## config.mk

```make
export PLATFORM = sky130hd
export DESIGN_NAME = driver_keys_switches
export DESIGN_NICKNAME = d
export VERILOG_FILES = /design/src/rtl/driver_keys_switches.sv
export SDC_FILE = /design/constraint.sdc
export NUM_CORES = 1
export LEC_CHECK = 0
export ABC_CLOCK_PERIOD_IN_PS = 2150
export CAP_MARGIN = 30
export CORE_AREA = 2 2 161 163
export DETAILED_ROUTE_END_ITERATION = 10
export DIE_AREA = 0 0 163 165
export PLACE_DENSITY = 0.74
export SETUP_SLACK_MARGIN = 0.3
export SYNTH_ARGS = -nofsm -noshare
export SYNTH_HDL_FRONTEND = slang
export SYNTH_SLANG_ARGS = --single-unit
```

## constraint.sdc

```tcl
create_clock -name clk -period 2.15 [get_ports clk]
set_input_delay 0.43 -clock clk [delete_from_list [all_inputs] [get_ports clk]]
set_output_delay 0.43 -clock clk [all_outputs]
set_load 0.03 [all_outputs]
```

## src/rtl/driver_keys_switches.sv

```systemverilog
// CPU-readable board inputs: synchronised, debounced slide switches and push-buttons
// with key-press event capture, press counter and level interrupt.
module driver_keys_switches #(
  parameter int unsigned DEBOUNCE_CYCLES = 50000,
  parameter int unsigned N_SW            = 10,
  parameter int unsigned N_KEY           = 4
) (
  input  logic              clk,
  input  logic              reset_n,
  input  logic [N_SW-1:0]   sw,
  input  logic [N_KEY-1:0]  key_n,
  input  logic              write_enable,
  input  logic              cs_keys,
  input  logic [31:0]       address,
  input  logic [31:0]       data_write,
  output logic [31:0]       data_read,
  output logic              irq
);

  localparam int unsigned N_IN = N_SW + N_KEY;
  localparam int unsigned CntW = $clog2(DEBOUNCE_CYCLES);
  localparam logic [CntW-1:0] CntMax = CntW'(DEBOUNCE_CYCLES - 1);
  // Buttons idle high, so their synchroniser resets to released.
  localparam logic [N_IN-1:0] SyncRst = {{N_KEY{1'b1}}, {N_SW{1'b0}}};

  logic [N_IN-1:0]  sync1_q, sync2_q, in_sync;
  logic [N_IN-1:0]  stable_q, stable_d;
  logic [CntW-1:0]  cnt_q [N_IN];
  logic [CntW-1:0]  cnt_d [N_IN];
  logic [N_KEY-1:0] key_stable, key_rise;
  logic [N_KEY-1:0] edge_cap_q, edge_cap_d;
  logic [N_KEY-1:0] irq_mask_q, irq_mask_d;
  logic [15:0]      press_cnt_q, press_cnt_d;
  logic [31:0]      data_read_q, data_read_d, rd_data;
  logic [2:0]       addr;
  logic             wr, rd, rise_any;
  logic             unused_bits;

  assign unused_bits = ^{address[31:3], data_write[31:N_KEY]};

  assign in_sync    = {~sync2_q[N_IN-1:N_SW], sync2_q[N_SW-1:0]};
  assign key_stable = stable_q[N_IN-1:N_SW];
  assign key_rise   = stable_d[N_IN-1:N_SW] & ~key_stable;
  assign rise_any   = |key_rise;
  assign addr       = address[2:0];
  assign wr         = cs_keys & write_enable;
  assign rd         = cs_keys & ~write_enable;
  assign data_read  = data_read_q;
  assign irq        = |(edge_cap_q & irq_mask_q);

  always_comb begin
    for (int i = 0; i < N_IN; i++) begin
      stable_d[i] = stable_q[i];
      cnt_d[i]    = '0;
      if (in_sync[i] != stable_q[i]) begin
        if (cnt_q[i] == CntMax) stable_d[i] = in_sync[i];
        else                    cnt_d[i]    = cnt_q[i] + 1'b1;
      end
    end
  end

  always_comb begin
    edge_cap_d = edge_cap_q;
    if (wr && addr == 3'd2) edge_cap_d = edge_cap_q & ~data_write[N_KEY-1:0];
    // A rise on the clearing edge must not be lost.
    edge_cap_d = edge_cap_d | key_rise;

    irq_mask_d = irq_mask_q;
    if (wr && addr == 3'd3) irq_mask_d = data_write[N_KEY-1:0];

    press_cnt_d = press_cnt_q;
    if (wr && addr == 3'd4)                     press_cnt_d = rise_any ? 16'd1 : 16'd0;
    else if (rise_any && press_cnt_q != 16'hFFFF) press_cnt_d = press_cnt_q + 16'd1;
  end

  always_comb begin
    rd_data = '0;
    case (addr)
      3'd0:    rd_data[N_SW-1:0]  = stable_q[N_SW-1:0];
      3'd1:    rd_data[N_KEY-1:0] = key_stable;
      3'd2:    rd_data[N_KEY-1:0] = edge_cap_q;
      3'd3:    rd_data[N_KEY-1:0] = irq_mask_q;
      3'd4:    rd_data[15:0]      = press_cnt_q;
      default: rd_data            = '0;
    endcase
    data_read_d = rd ? rd_data : data_read_q;
  end

  always_ff @(posedge clk) begin
    if (!reset_n) begin
      sync1_q     <= SyncRst;
      sync2_q     <= SyncRst;
      stable_q    <= '0;
      for (int i = 0; i < N_IN; i++) cnt_q[i] <= '0;
      edge_cap_q  <= '0;
      irq_mask_q  <= '0;
      press_cnt_q <= '0;
      data_read_q <= '0;
    end else begin
      sync1_q     <= {key_n, sw};
      sync2_q     <= sync1_q;
      stable_q    <= stable_d;
      for (int i = 0; i < N_IN; i++) cnt_q[i] <= cnt_d[i];
      edge_cap_q  <= edge_cap_d;
      irq_mask_q  <= irq_mask_d;
      press_cnt_q <= press_cnt_d;
      data_read_q <= data_read_d;
    end
  end

endmodule

```

==> results of run 1 <==
-- cell usage in the layout, fill, tap and decap left out, drive strengths merged, types with 24 or more instances in the layout --
cell type	count
xor2	123
nor2	269
and2	29
inv	26
nand4	50
nand3	80
xnor2	83
clkbuf	35
a22oi	24
nor2b	32
buf	94
and3	49
dfxtp	306
nand2	90
-- through the flow --
stage	std cells	setup WS, ns	hold slack, ns	TNS (ns)
global placement	1833	-0.0921	0.390	-0.332
global route	1904	-0.254	0.358	-2.26
CTS	1897	-0.152	0.378	-1.37
floorplan	1434	0.0115	0.386	0
detailed placement	1833	-0.105	0.416	-0.438
finish	1904	-0.155	0.338	-1.13
-- routing by layer --
| metal | global-route usage [%] | up-vias |
|---|---|---|
| met5 | 0 | - |
| met4 | 6.32 | 0 |
| met3 | 3.26 | 54 |
| met2 | 31.1 | 151 |
| met1 | 24.1 | 4509 |
| li1 | - | 5037 |
-- registers in the layout, summed over array words and instances (netlist names) --
register	cells
cnt_q	224
data_read	16
press_cnt_q	16
stable_q	14
sync1_q	14
sync2_q	14
edge_cap_q	4
irq_mask_q	4
-- layout make-up --
cell class | count | area, um2
sequential | 306 | 6130
inverter | 26 | 97.6
clock buffer | 34 | 807
clock inverter | 22 | 270
timing repair buffer | 134 | 1160
fill | 2069 | 9480
tap | 330 | 413
multi-input combinational | 1052 | 6680
-- worst reg2reg max path, delay by kind of cell (launching register included) --
| family | cells | cell delay [ns] |
|---|---|---|
| AND/OR/NAND/NOR | 3 | 1.14 |
| buffers and inverters | 2 | 0.27 |
| flip-flops | 1 | 0.32 |
| AO/OA/AOI/OAI | 3 | 0.51 |
-- kinds of logic (layout without fill, tap and decap cells) --
| logic type | count (synthesis) | in the layout | synth area share (%) |
|---|---|---|---|
| other | 1 | 16 | 0.0292 |
| XOR/XNOR | 206 | 206 | 14.0 |
| flip-flops | 306 | 306 | 47.7 |
| multiplexers | 24 | 24 | 1.97 |
| AND/OR/NAND/NOR | 710 | 711 | 27.8 |
| adder cells (fa/ha/maj) | 15 | 15 | 1.46 |
| AO/OA/AOI/OAI | 80 | 80 | 4.23 |
| buffers and inverters | 77 | 216 | 2.79 |
-- timing repair --
item                       4_1_cts  5_1_grt
hold buffers                     0        0
pin swaps                       11       30
cloned                           2        1
gates resized for setup         38       60
setup endpoints to repair       50       71
hold endpoints to repair         0        0
buffers inserted                 6        6
-- power by group --
| group | total, W | switching [W] | internal, W |
|---|---|---|---|
| registers | 0.00573 | 0.0000205 | 0.00571 |
| clock network | 0.00560 | 0.00219 | 0.00341 |
| logic | 0.000290 | 0.000174 | 0.000115 |
| total | 0.0116 | 0.00239 | 0.00923 |
-- path summary, 6_finish.rpt --
kind | slack, ns | cells past startpoint | endpoint | start
max | -0.16 | 8 | press_cnt_q[9] | cnt_q[1][39]
min | 0.34 | 3 | cnt_q[1][26] | reset_n
max reg2reg | -0.16 | 8 | press_cnt_q[9] | cnt_q[1][39]
min reg2reg | 0.43 | 1 | sync2_q[13] | sync1_q[13]
==> impl_metrics.yaml, run 1 <==
run_status:
  outcome: "complete, but fails checks"
  violations: "negative setup slack"
global_route:
  grt_pass1_wl_um: 42300
  antenna_found_initial: 0
  gr-total-overflow: 0
  grt_pass1_vias: 9418
  grt_start_max_net_pins: 43
  gr-usage-all-layers_pct: 18.5
synthesis:
  synth_common_cells: "dfxtp_1 (306), nor2_1 (269), xor2_1 (123)"
  yosys_warnings: 0
  synth_seq_cells: 306
  post-synth-top-count-cell: "dfxtp_1"
  async_flop_share_pct: 0
  yosysTopAreaCellShare_pct: 47.7
  synth_edf_count: 0
  synth.distinct_cells: 50
  synthTopCellsByArea: "dfxtp_1 (48%), xor2_1 (8.4%), nor2_1 (7.9%)"
  ys_seq_area_share_pct: 47.7
  synth.avg_cell_area_um2: 9.05
  synth_area_mm2: 0.0128
  syn_inst: 1419
  synth_top_area_cell: "dfxtp_1"
  yosys_most_used_dff: "dfxtp_1"
sta:
  maxSlewViolCount: 0
  rsz0062_at_grt: "true"
  clock_skew_ns: 0.00700
  fin_crit_sh_pct: 107
  fmax_ghz: 0.434
  layout_setup_ws_ns: -0.155
  finalSetupViolCount: 11
  fin_crit_ns: 2.31
  timing_hold_violations_final: 0
floorplanning:
  die_y_um: 165
  ioPinCount: 115
  dieWidth_um: 163
  core_mm2: 0.0250
  start_util_pct: 51.3
  dieArea_mm2: 0.0269
  std_cell_rows: 58
layout:
  fin_area_mm2: 0.0156
  nets: 1647
  drive_above_1_share_pct: 14.1
  diodes: 0
  final_core_util_pct: 62.2
  syn_to_final_growth_pct: 21.1
clocking:
  clockRootBuffer: "clkbuf_16"
  clockBufferDepth: 3
  cts.sinks: 306
  clk_latency_ns: 0.55
  cts_buffers: 30
  cts_tree: "yes"
  htreeDepth: 1
  clk_transition_reported_paths_ns: 0.07
power:
  power_w: 0.0116
  power.density_mw_per_mm2: 747
  p_leak_nw: 5.62
  vdd_drop_max_v: 0.000683
job:
  maxCapViolations: 0
place:
  portBuffers: 41
  place_congestion: 0.828
  placed_area_mm2: 0.0141
  place_hpwl_um: 16600
detailed_routing:
  drt_iter0_markers: 458
  drt-met1-wl_um: 11700
  top_layer_used: "met4"
  via_per_inst: 5.12
  drc: 0
  avgRoutedWirePerCell_um: 12.9
  dr_wl_met3_um: 975
  vias: 9751
  drt-pass1-iter-count: 7
  drt_wl_total_um: 24700
  detail-route-antenna-nets: 0
  wl_met2_um: 11200
worst_setup_path:
  start_kind: "flip-flop"
  worst_ep_required_time_ns: 2.64
  crit_type: "flip-flop to flip-flop"
  crit_fanout: 6
  cp_slowest_cell: "or4bb_4"
  path_cells: "or4bb_4 -> nor4_4 -> a222oi_1 -> a21o_1 -> buf_12 -> buf_4 -> or3_1 -> a21oi_2"
  end_kind: "flip-flop"
  crit_family: "simple AND/OR/NAND/NOR gates"
  critPathMaxStageDelay_ns: 0.54
  cp.arrival_ns: 2.79
  path_buf_inv: 2
worst_hold_path:
  min_path_type: "input pin to flip-flop"
Note: power is estimated with default switching activity, not from simulation.
==> inputs of run 2 (changes only) <==
- CTS_CLUSTER_SIZE: default -> 24
- SLEW_MARGIN: default -> 10
==> results of run 2 <==
The final DEF is identical to that of run 1; final timing and power are the same.
==> inputs of run 3 (changes only) <==
- ABC_CLOCK_PERIOD_IN_PS: 2150 -> 2800
- CORE_AREA: 2 2 161 163 -> 2 2 183 185
- DIE_AREA: 0 0 163 165 -> 0 0 185 187
- PLACE_DENSITY: 0.74 -> 0.57
- SKIP_LAST_GASP: default -> 1
- clock period: 2.15 -> 2.8 ns (I/O delays scaled with it)
==> run 3 against run 2 <==
Against the previous run: the flow now finishes without violations; non-clock buffer count down 76; critical path depth down 1; via count down 3.8%; fmax down 3.5%; critical endpoint is now press_cnt_q[7]; clock skew up 0.0068 ns; die area up 29%.
==> impl_metrics.yaml, run 3 (same netlist as run 1, synthesis figures left out) <==
run_status:
  outcome: "completed"
power:
  p_leak_nw: 5.19
  vdd_drop_max_v: 0.000489
  power_w: 0.00941
  power.density_mw_per_mm2: 627
floorplanning:
  ioPinCount: 115
  die_y_um: 187
  core_mm2: 0.0329
  start_util_pct: 39.1
  std_cell_rows: 67
  dieArea_mm2: 0.0346
  dieWidth_um: 185
worst_setup_path:
  regToRegSetupSlack_ns: 0.41
  crit_family: "simple AND/OR/NAND/NOR gates"
  worst_ep_required_time_ns: 3.24
  cp_slowest_cell: "or4bb_4"
  end_kind: "flip-flop"
  path_cells: "or4bb_4 -> nor4_4 -> a222oi_1 -> a21o_1 -> buf_6 -> or4_4 -> a21oi_2"
  crit_fanout: 23
  crit_type: "flip-flop to flip-flop"
  critPathMaxStageDelay_ns: 0.54
  worstReg2RegStart: "cnt_q[1][41]"
  start_kind: "flip-flop"
  r2r_cells: 7
  path_buf_inv: 1
  cp.arrival_ns: 2.83
  r2r-end: "press_cnt_q[7]"
detailed_routing:
  avgRoutedWirePerCell_um: 12.4
  top_layer_used: "met5"
  via_per_inst: 4.81
  drt_wl_total_um: 24200
  detail-route-antenna-nets: 0
  drt-met1-wl_um: 11900
  drc: 0
  wl_met2_um: 10800
  dr_wl_met3_um: 898
  drt_iter0_markers: 377
  drt-pass1-iter-count: 4
  vias: 9377
sta:
  fin_crit_ns: 2.39
  rsz0062_at_grt: "false"
  fin_hold_ws_ns: 0.416
  fin_setup_tns_ns: 0
  timing_hold_violations_final: 0
  fin_crit_sh_pct: 85.4
  finalSetupViolCount: 0
  maxSlewViolCount: 0
  fmax_ghz: 0.418
  worstMarginPinSlew_ns: 0.674
  clock_skew_ns: 0.0138
  max_slew_margin_pct: 54.9
clocking:
  clockRootBuffer: "clkbuf_16"
  cts_tree: "yes"
  holdBufCountCts: 0
  htreeDepth: 2
  clk_transition_reported_paths_ns: 0.06
  clockBufferDepth: 3
  clk_latency_ns: 0.51
  cts_buffers: 34
  cts.sinks: 306
layout:
  drive_above_1_share_pct: 6.60
  top_register: "cnt_q"
  syn_to_final_growth_pct: 16.7
  layout_commonest_cell: "dfxtp_1"
  largest_reg_flops: 224
  finalNonFillerCells: 1949
  fin_area_mm2: 0.0150
  final_cell_mix: "dfxtp_1 (304), nor2_1 (269), xor2_1 (123)"
  diodes: 0
  final.fill_count: 3251
  nets: 1574
worst_hold_path:
  min_path_type: "flip-flop to flip-flop"
  hold_end: "sync2_q[12]"
  min-delay-start: "sync1_q[12]"
  whs_path_depth: 1
global_route:
  grt_pass1_vias: 8836
  gr-usage-all-layers_pct: 14.2
  gr-total-overflow: 0
  grt_start_max_net_pins: 53
  antenna_found_initial: 2
  grt_pass1_wl_um: 41500
place:
  place_hpwl_um: 16500
  portBuffers: 41
  dp_cells: 1887
  placed_area_mm2: 0.0137
  place_congestion: 0.767
job:
  maxCapViolations: 0
## run 3: how the worst max path moves through the flow
stage	startpoint	end	slack, ns	cells past startpoint
5_1_grt	cnt_q[1][41]	press_cnt_q[6]	0.30	7
2_1_floorplan	cnt_q[1][64]	press_cnt_q[8]	0.56	9
6_report	cnt_q[1][41]	press_cnt_q[7]	0.41	7
3_3_place_gp	cnt_q[1][42]	press_cnt_q[6]	0.35	7
4_1_cts	cnt_q[1][64]	press_cnt_q[11]	0.33	8
3_5_place_dp	cnt_q[1][42]	press_cnt_q[7]	0.34	7
## run 3: power breakdown
group,total [W],internal (W),switching [W]
Combinational,0.000206,0.0000802,0.000126
Sequential,0.00440,0.00438,0.0000176
Clock,0.00480,0.00303,0.00177
Total,0.00941,0.00749,0.00192
## run 3: layout make-up
type                    count  area (um2)  area share, %
flip-flops and latches    306        6130           40.9
multi-input cells        1051        6440           42.9
clock buffers              44         982           6.55
clock inverters            16         239           1.59
repair buffers             58         549           3.66
inverters                  26        97.6          0.651
well taps                 448         561           3.74
## run 3: metrics by stage
| step | setup slack [ns] | utilization, % |
|---|---|---|
| after CTS | 0.332 | 45.5 |
| after global placement | 0.346 | 41.8 |
| after floorplan | 0.563 | - |
| final | 0.410 | 45.6 |
| after global routing | 0.303 | 45.6 |
| after detailed placement | 0.342 | 41.8 |
## run 3: routing by layer
layer	GRT usage, %	vias to the layer above
met3	2.94	50
met4	4.43	4
met1	19.5	4343
met2	22.3	97
met5	0	-
li1	-	4883
## run 3: timing repair
| action | in CTS | in global routing |
|---|---|---|
| endpoints found under the hold margin | 0 | 0 |
| gates resized for setup | 0 | 9 |
| endpoints found under the setup margin | 0 | 13 |
| buffers inserted | 0 | 2 |
